==> src/rtl/input_debounce_sync.sv <==
// input_debounce_sync
//   Conditions raw, asynchronous switch/button levels for the all-high detector.
//   Each channel goes through a 2-flop synchroniser. A per-channel counter then
//   accepts a new level only after it has persisted for DEBOUNCE_CYCLES
//   consecutive synchronised cycles. One-cycle edge strobes are produced when a
//   new level is accepted.
//
// Ports
//   clk          system clock, rising edge
//   rst_n        asynchronous active-low reset
//   raw_in       [NUM_CH]  raw asynchronous levels
//   db_out       [NUM_CH]  debounced levels (registered)
//   rise_pulse   [NUM_CH]  one-cycle strobe, db_out 0->1
//   fall_pulse   [NUM_CH]  one-cycle strobe, db_out 1->0
//   all_settled  1         registered; no channel had a pending mismatch at the previous edge

// Per-channel debounce counter and strobe generator.
module input_debounce_ch #(
    parameter int DEBOUNCE_CYCLES = 8,
    parameter int CNT_W           = 8
) (
    input  logic clk,
    input  logic rst_n,
    input  logic synced,
    output logic db,
    output logic rise,
    output logic fall,
    output logic idle
);
    localparam logic [CNT_W-1:0] LAST = CNT_W'(DEBOUNCE_CYCLES - 1);

    logic [CNT_W-1:0] cnt;

    always_ff @(posedge clk or negedge rst_n) begin
        if (!rst_n) begin
            cnt  <= '0;
            db   <= 1'b0;
            rise <= 1'b0;
            fall <= 1'b0;
        end else begin
            rise <= 1'b0;
            fall <= 1'b0;
            if (synced == db) begin
                // any matching cycle abandons a partial count
                cnt <= '0;
            end else if (cnt == LAST) begin
                db   <= synced;
                cnt  <= '0;
                rise <= synced;
                fall <= ~synced;
            end else begin
                cnt <= cnt + CNT_W'(1);
            end
        end
    end

    // Channel has nothing in flight: no partial count and no new mismatch.
    assign idle = (cnt == '0) && (synced == db);
endmodule

module input_debounce_sync #(
    parameter int NUM_CH          = 4,
    parameter int DEBOUNCE_CYCLES = 8,
    parameter int CNT_W           = 8
) (
    input  logic              clk,
    input  logic              rst_n,
    input  logic [NUM_CH-1:0] raw_in,
    output logic [NUM_CH-1:0] db_out,
    output logic [NUM_CH-1:0] rise_pulse,
    output logic [NUM_CH-1:0] fall_pulse,
    output logic              all_settled
);
    logic [NUM_CH-1:0] s1, s2;
    logic [NUM_CH-1:0] idle;

    // Two-flop synchroniser; only s2 feeds any logic.
    always_ff @(posedge clk or negedge rst_n) begin
        if (!rst_n) begin
            s1 <= '0;
            s2 <= '0;
        end else begin
            s1 <= raw_in;
            s2 <= s1;
        end
    end

    for (genvar i = 0; i < NUM_CH; i++) begin : g_ch
        input_debounce_ch #(
            .DEBOUNCE_CYCLES(DEBOUNCE_CYCLES),
            .CNT_W          (CNT_W)
        ) u_ch (
            .clk   (clk),
            .rst_n (rst_n),
            .synced(s2[i]),
            .db    (db_out[i]),
            .rise  (rise_pulse[i]),
            .fall  (fall_pulse[i]),
            .idle  (idle[i])
        );
    end

    always_ff @(posedge clk or negedge rst_n) begin
        if (!rst_n) all_settled <= 1'b0;
        else        all_settled <= &idle;
    end
endmodule
==> config.mk <==
export PLATFORM = sky130hd
export DESIGN_NAME = input_debounce_sync
export DESIGN_NICKNAME = d
export VERILOG_FILES = /design/src/rtl/input_debounce_sync.sv
export SDC_FILE = /design/constraint.sdc
export NUM_CORES = 1
export LEC_CHECK = 0
export CORE_AREA = 3 3 78 80
export DETAILED_ROUTE_END_ITERATION = 10
export DIE_AREA = 0 0 81 83
export DONT_BUFFER_PORTS = 1
export SLEW_MARGIN = 5
export SYNTH_ARGS = -nofsm -noshare
export SYNTH_HDL_FRONTEND = slang
export SYNTH_HIERARCHICAL = 1
export SYNTH_SLANG_ARGS = --single-unit
==> constraint.sdc <==
create_clock -name clk -period 1.6 [get_ports clk]
set_input_delay 0.08 -clock clk [delete_from_list [all_inputs] [get_ports clk]]
set_output_delay 0.08 -clock clk [all_outputs]
set_load 0.01 [all_outputs]
==> impl_metrics.toml, run 1 <==
[job]
cap_violations = 0

[synthesis]
synthFlopType = "dfrtp_1"
syn_area_um2 = 2446
synth_cell_types = 23
ys_seq_area_share_pct = 54.22
synth_warnings = 6
synthMostInstantiatedCell = "dfrtp_1"
synth_area_leaders = "dfrtp_1 54%, xor2_1 4.3%, ha_1 4.1%"
syn_avg_cell_area_um2 = 11.43
yosys.area.top_type = "dfrtp_1"
syn-num-nets = 228
ys_ff_latch = 53
synth_edf_count = 0
syn_inst = 214
synth.top_cell.area_share_pct = 54.22
yosys-top-cells-count = "53 x dfrtp_1, 20 x nor2_1"
synthArstFlopShare_pct = 100.0

[floorplan]
dieHeight_um = 83
initial_core_util_pct = 44.70
floorplan.die_area_um2 = 6723
rows = 27
core_um2 = 5473
dieWidth_um = 81
ios = 19

[sta]
min_period_ns = 1.379
tns_ns = 0
clock_skew_ns = 0.007058
tightest_slew_ns = 0.3940
slew_headroom_pct = 73.49
hold_viol = 0
maxSlewViolCount = 0
setup_viol = 0
max_freq_mhz = 725.1
period_share_pct = 86.20
rsz0062_at_grt = "no"

[route]
wl_per_cell_um = 13.26
first_iter_violations = 49
drt_wl_total_um = 3977
viasPerCell = 5.113
drcViolationCount = 0
ant_nets = 0
dr_total_vias = 1534
firstDrtPassIters = 4

[setup_path]
cp-start-kind = "register"
cp.required_ns = 1.84
cp-end-kind = "register"
arrival_ns = 1.62
reg2reg_depth = 5
r2r_slack_ns = 0.22
path_max_fanout = 4
worstSetupPathType = "register to register"

[placed_design]
dp_hpwl_um = 2783
placed_cell_area_um2 = 2536
gp_congestion = 0.7335
placement.io_buffers = 0

[clock_tree]
cts_tree = "done"
clockRootBuffer = "clkbuf_8"
clock-sinks = 53
htreeDepth = 2
cts_buffers = 5
cts_setup_buffers = 0
path_clk_slew_ns = 0.09
cts_max_path_buffers = 2
clock_latency_ns = 0.31

[finish]
syn2layout_area_growth_pct = 10.13
multi_input_area_um2 = 1045
nNetsFinal = 241
n_antenna_cell = 0
drive_gt1_share_pct = 13.16
regArea_um2 = 1326
fillerInstances = 523
fin_area_um2 = 2694

[status]
outcome = "finished clean"

[power]
p_per_area_nw_per_um2 = 1221
power.leakage_uw = 0.001203
irDropWorstVdd_mv = 0.6047

[hold_path]
hp-class = "primary input to async pin"

[grt]
track_usage_pct = 13.40
grt_pass1_wl_um = 7058
grt_pass1_vias = 1523
overflow = 0
grt_max_degree = 54
antenna_found_initial = 0
## worst paths after layout
check / to / from
hold / removal: g_ch[3].u_ch/fall / rst_n
setup / recovery: all_settled / g_ch[0].u_ch/cnt[0]
min in group clk: s1[3] / raw_in[3]
setup reg to reg: all_settled / g_ch[0].u_ch/cnt[0]
hold reg to reg: s2[0] / s1[0]
max in group asynchronous: g_ch[1].u_ch/cnt[1] / rst_n
## logic make-up after synthesis
kind of cell	count (synthesis)	synth area share, %
mux	4	2.455
buf+inv	16	3.069
flops	53	54.22
compound gates	28	7.161
xor+xnor	20	7.161
simple gates	85	21.84
fa+ha+maj	8	4.092
## per-layer routing
layer	up-vias	part of all wire [%]	GRT usage (%)
met5	-	0	0
met4	0	2.3	6.912
met3	8	4.0	3.362
met2	24	45	18.82
met1	735	49	18.87
li1	767	-	-
## timing repair
action,4_1_cts,5_1_grt
resized for setup,0,0
hold buffers,6,0
hold endpoints to repair,57,0
## final cells by class
type,count,area share [%]
repair buffers,10,3.994
clock buffers,8,2.973
flip-flops and latches,53,49.23
multi-input cells,145,38.78
inverters,12,1.672
well taps,72,3.344
## registers in the layout, indices dropped and copies added (netlist names)
register and cells:
s2 4, g_ch.u_ch/fall 4, all_settled 1, g_ch.u_ch/rise 4, g_ch.u_ch/cnt 32, g_ch.u_ch/db 4
s1 4
## per-stage QoR
step / setup slack [ns] / util, % / hold slack (ns) / cells / power [uW]
after floorplan: 0.3648 / - / -0.2156 / 214 / 2375
after global placement: 0.2206 / 46.34 / -0.2136 / 286 / 2551
after detailed placement: 0.2300 / 46.34 / -0.2135 / 286 / 2571
after CTS: 0.1996 / 49.22 / 0.2799 / 300 / 3353
after global routing: 0.09212 / 49.22 / 0.3105 / 300 / 3555
final: 0.2208 / 49.22 / 0.2929 / 300 / 3288
## worst max-delay path: stages (launching register included)
cell	delay (ns)
dfrtp_1	0.43
inv_1	0.08
ha_1	0.14
inv_1	0.04
nor4_1	0.38
and4_1	0.24
## where the power goes
part           leakage [uW]  total (uW)  internal, uW  switching (uW)
clock network     0.0000395         720           312             408
registers          0.000711        1780          1510             269
logic              0.000453         789           394             396
## placed cells by master, fill, tap and decap left out, types with 5 or more instances in the layout
cell           count
dlygate4sd3_1      5
inv_1             12
nor2_1            20
dfrtp_1           53
xor2_1            12
a21oi_1            8
or3_1             12
ha_1               8
xnor2_1            8
o21ai_0           12
nand3_1            8
nand2_1           12
clkbuf_8           5
nor3b_1            8
No activity file was read; power rests on OpenSTA's default activity.
==> run 2: changes to the inputs <==
Settings changed: CORE_AREA 3 3 78 80 to 3 3 77 79, DIE_AREA 0 0 81 83 to 0 0 80 82, SYNTH_HIERARCHICAL 1 to default.
Clock period 1.6 ns to 1.4 ns, I/O delays scaled along.
==> run 2 against run 1 <==
Against the previous run:
- the run now ends with negative setup slack left
- sequential cell count unchanged
- critical path depth decreased by 2
- via count increased by 11%
- routed wire length increased by 18%
- combinational power increased by 89%
- die area decreased by 2.4%
- maximum frequency decreased by 19%
- hold slack got worse by 0.034 ns
- critical path type unchanged
- largest cell class unchanged
- largest power group unchanged
- highest routed layer unchanged
==> impl_metrics.toml, run 2 <==
[status]
outcome = "finished with violations"
violations = "negative setup slack"

[power]
p_int_uw = 3240
power.total_uw = 4603
seqPwrFrac_pct = 40.3
clkPwrFrac_pct = 27.2
p_per_area_nw_per_um2 = 1442
power.share.combinational_pct = 32.5
p_sw_share_pct = 29.61
power.leakage_uw = 0.001499
irDropWorstVdd_mv = 0.6531
p_switching_uw = 1363

[route]
wl_per_cell_um = 13.79
ant_nets = 0
first_iter_violations = 100
firstDrtPassIters = 4
drt_wl_total_um = 4704
viasPerCell = 4.994
dr_total_vias = 1703
drcViolationCount = 0

[setup_path]
arrival_ns = 1.92
worstSetupPathType = "register to register"
cp-start-kind = "register"
max_stage_delay_ns = 0.54
r2r-start = "g_ch[1].u_ch.cnt[7]"
path_cells = "or4_4 -> or3_4 -> mux2_4"
cp-end-kind = "register"
cp.required_ns = 1.61
slowest_stage = "or4_4"
cp-startpoint = "g_ch[1].u_ch.cnt[7]"
path_max_fanout = 3

[clock_tree]
htreeDepth = 2
cts_tree = "done"
cts_buffers = 5
cts_max_path_buffers = 2
clock-sinks = 53
clockRootBuffer = "clkbuf_8"
clock_latency_ns = 0.31
path_clk_slew_ns = 0.10

[finish]
drive_gt1_share_pct = 36.43
largest_reg_flops = 32
fillerInstances = 453
utilization_pct = 59.05
syn2layout_area_growth_pct = 34.19
regMostFlops = "g_ch.u_ch.cnt"
final_cell_mix = "53 x dfrtp_1, 53 x buf_4, 16 x xor2_1"
n_antenna_cell = 0
nNetsFinal = 282

[floorplan]
core_um2 = 5405
dieWidth_um = 80
floorplan.die_area_um2 = 6560
initial_core_util_pct = 44.00
dieHeight_um = 82
rows = 27
ios = 19

[placed_design]
dp_hpwl_um = 3124
placement.io_buffers = 0
gp_congestion = 0.7529

[grt]
grt_max_degree = 54
grt_pass1_vias = 1748
grt_pass1_wl_um = 7721
overflow = 0
track_usage_pct = 15.11
antenna_found_initial = 0

[synthesis]
syn_avg_cell_area_um2 = 11.44
syn_area_um2 = 2379
yosys.area.top_type = "dfrtp_1"
synth.top_cell.area_share_pct = 55.76
synthArstFlopShare_pct = 100.0
synth_cell_types = 23
ys_ff_latch = 53
synthFlopType = "dfrtp_1"
ys_seq_area_share_pct = 55.76
yosys-top-cells-count = "53 x dfrtp_1, 16 x xor2_1, 13 x nor2_1"
synthMostInstantiatedCell = "dfrtp_1"
synth_area_leaders = "dfrtp_1 56%, xor2_1 5.9%, ha_1 4.2%"
syn_inst = 208
synth_warnings = 0
syn-num-nets = 222
synth_edf_count = 0

[sta]
clock_skew_ns = 0.007044
period_share_pct = 122.2
max_freq_mhz = 584.6
min_period_ns = 1.711
maxSlewViolCount = 0
rsz0062_at_grt = "yes"
tightest_slew_ns = 0.4967
hold_viol = 0
fin_ws_ns = -0.3105
setup_viol = 39
tns_ns = -7.873
slew_headroom_pct = 66.77

[job]
cap_violations = 0

[hold_path]
hp-class = "primary input to async pin"
==> run 2: per-stage QoR <==
step / hold WS (ns) / cells / worst slack (ns) / cell area (um2)
6_report: 0.2586 / 341 / -0.3105 / 3192
3_5_place_dp: -0.2245 / 323 / -0.2929 / 2811
5_1_grt: 0.2895 / 341 / -0.3343 / 3192
4_1_cts: 0.2639 / 340 / -0.3040 / 3143
2_1_floorplan: -0.2256 / 208 / -0.3159 / 2399
3_3_place_gp: -0.2246 / 323 / -0.2783 / 2811
==> run 2: cells by family (layout without fill, tap and decap cells) <==
family	Yosys count	in the layout	synth area share, %
and+or+nand+nor	79	79	20.25
DFF	53	53	55.76
AOI/OAI and AO/OA	28	28	6.313
buffers and inverters	20	81	5.050
xor gates and xnor gates	16	16	5.891
adders and majority gates	8	8	4.208
muxes	4	4	2.525
==> run 2: critical path, delay by kind of cell (launching register included) <==
family           cells  cell delay, ns
multiplexers         1            0.30
flip-flops           1            0.39
AND/OR/NAND/NOR      2            0.91
==> run 2: area by class of cell <==
class	instances	area, um2	area share [%]
tap	72	90.09	2.822
multi-input combinational	135	1065	33.36
clock buffer	5	68.82	2.156
clock inverter	3	68.82	2.156
inverter	8	30.03	0.9408
timing repair buffer	65	543.0	17.01
sequential	53	1326	41.55
==> run 2: worst paths after layout <==
check,to,slack (ns),cells past startpoint
max reg2reg,g_ch[1].u_ch.db,-0.31,3
max in group asynchronous,g_ch[3].u_ch.cnt[3],0.91,2
max,g_ch[1].u_ch.db,-0.31,3
min,s2[2],0.26,2
min in group clk,s1[1],0.30,1
min reg2reg,s2[1],0.36,0
==> run 2: layer usage <==
layer | up-vias | part of all wire [%] | global-route usage [%]
li1 | 836 | - | -
met1 | 844 | 45 | 18.44
met2 | 19 | 51 | 26.90
met3 | 4 | 2.4 | 3.289
met4 | 0 | 1.0 | 4.223
met5 | - | 0 | 0
==> run 2: power groups by stage <==
stage | sequential [uW] | combinational [uW] | clock (uW)
2_1_floorplan | 1930 | 654 | 0
3_3_place_gp | 1880 | 1250 | 0
3_5_place_dp | 1890 | 1260 | 0
4_1_cts | 1860 | 1440 | 1280
5_1_grt | 1880 | 1640 | 1340
6_report | 1860 | 1490 | 1250
==> run 2: timing repair <==
item                                    4_1_cts  5_1_grt
resized for setup                            17       10
buffers inserted                              3        1
pin swaps                                     3        5
endpoints found under the setup margin       39       39
hold endpoints to repair                     57        0
hold buffers                                  6        0
cloned                                        0        0
==> run 3: changes to the inputs <==
Settings changed: CORE_AREA 3 3 77 79 to 3 3 82 84, DIE_AREA 0 0 80 82 to 0 0 85 87.
==> run 3 against run 2 <==
Against the previous run:
- the run still ends with negative setup slack left
- non-clock buffer count grew 7
- first-iteration DRC count shrank 65%
- die area grew 13%
- cell count up 2.9%
- via count grew 2.2%
- sequential cell count is the same
- critical endpoint is now g_ch[0].u_ch.db
==> impl_metrics.toml, run 3 (synthesis results as in run 2) <==
[status]
outcome = "finished with violations"
violations = "negative setup slack"

[floorplan]
core_um2 = 5991
floorplan.die_area_um2 = 7395
rows = 28
initial_core_util_pct = 39.70
ios = 19
dieWidth_um = 85
dieHeight_um = 87

[clock_tree]
path_clk_slew_ns = 0.09
clock_latency_ns = 0.30
clock-sinks = 53
cts_tree = "done"
cts_max_path_buffers = 2
htreeDepth = 2
clockRootBuffer = "clkbuf_8"
cts_buffers = 5

[grt]
grt_max_degree = 54
track_usage_pct = 13.82
grt_pass1_vias = 1844
antenna_found_initial = 0
overflow = 0
grt_pass1_wl_um = 8224

[power]
clkPwrFrac_pct = 23.3
p_per_area_nw_per_um2 = 1366
seqPwrFrac_pct = 41.5
irDropWorstVdd_mv = 0.8131
power.leakage_uw = 0.001520
p_sw_share_pct = 30.07
p_switching_uw = 1344
p_int_uw = 3125
power.share.combinational_pct = 35.2

[route]
ant_nets = 0
viasPerCell = 4.960
wl_per_cell_um = 13.10
drcViolationCount = 0
drt_wl_total_um = 4597
dr_total_vias = 1741
firstDrtPassIters = 5
first_iter_violations = 35

[sta]
tns_ns = -7.826
min_period_ns = 1.715
fin_ws_ns = -0.3146
setup_viol = 39
period_share_pct = 122.5
rsz0062_at_grt = "yes"
tightest_slew_ns = 0.4624
whs_ns = 0.2937
hold_viol = 0
max_freq_mhz = 583.2
clock_skew_ns = 0.006425
slew_headroom_pct = 69.07
maxSlewViolCount = 0

[finish]
layout_commonest_cell = "buf_4"
largest_reg_flops = 32
syn2layout_area_growth_pct = 37.56
final_cell_mix = "55 x buf_4, 53 x dfrtp_1, 16 x xor2_1"
nNetsFinal = 289
regArea_um2 = 1326
multi_input_area_um2 = 1092
drive_gt1_share_pct = 42.75
regMostFlops = "g_ch.u_ch.cnt"
fin_area_um2 = 3272
n_antenna_cell = 0
fillerInstances = 495

[job]
cap_violations = 0

[placed_design]
gp_congestion = 0.8136
placement.io_buffers = 0
placed_cell_area_um2 = 2823
place_ws_ns = -0.2915
dp_hpwl_um = 3092

[setup_path]
cp-end-kind = "register"
cp.required_ns = 1.60
cp-start-kind = "register"
arrival_ns = 1.91
path_max_fanout = 4
worstSetupPathType = "register to register"

[hold_path]
hp-class = "primary input to async pin"
run 3: worst paths after layout:
path | start | endpoint | slack [ns] | cells past startpoint
worst min-delay path | rst_n | g_ch[0].u_ch.cnt[6] | 0.29 | 2
worst max-delay path | g_ch[0].u_ch.cnt[4] | g_ch[0].u_ch.db | -0.31 | 3
min in group clk | raw_in[0] | s1[0] | 0.31 | 1
max in group asynchronous | rst_n | g_ch[2].u_ch.cnt[4] | 0.88 | 2
worst min register to register | s1[0] | s2[0] | 0.36 | 0
worst max register to register | g_ch[0].u_ch.cnt[4] | g_ch[0].u_ch.db | -0.31 | 3
run 3: routing by layer:
layer	part of all wire [%]	GRT usage, %	vias up
met5	0	0	-
met3	3.0	3.784	11
met1	42	16.79	847
li1	-	-	855
met4	1.4	4.029	0
met2	53	24.01	28
run 3: cell type report:
type	instances	share of cell area, %
clock buffer	5	2.103
clock inverter	3	1.415
inverter	8	0.9178
multi-input combinational	135	33.38
sequential	53	40.54
tap	75	2.868
timing repair buffer	72	18.78
run 3: through the flow:
| stage | cells | total power (uW) | util (%) |
|---|---|---|---|
| 2_1_floorplan | 208 | 2584 | - |
| 4_1_cts | 348 | 4356 | 52.40 |
| 3_3_place_gp | 327 | 3167 | 47.12 |
| 5_1_grt | 351 | 4781 | 54.62 |
| 3_5_place_dp | 327 | 3183 | 47.12 |
| 6_report | 351 | 4469 | 54.62 |
run 3: worst max-delay path: stages (launching register included):
cell	delay (ns)
dfrtp_1	0.39
or4_4	0.54
or3_4	0.37
mux2_4	0.30
run 3: power by group through the flow:
stage | clock network, uW | registers (uW) | logic (uW)
after floorplan | 0 | 1930 | 654
after global placement | 0 | 1880 | 1280
after detailed placement | 0 | 1880 | 1300
after CTS | 1080 | 1860 | 1420
after global routing | 1140 | 1880 | 1760
final | 1040 | 1850 | 1570
run 3: what timing repair did:
item | 4_1_cts | 5_1_grt
resized for setup | 15 | 26
endpoints found under the hold margin | 57 | 0
hold buffers | 6 | 0
cloned | 0 | 0
setup endpoints to repair | 39 | 39
setup buffers | 7 | 3
pin swaps | 3 | 3
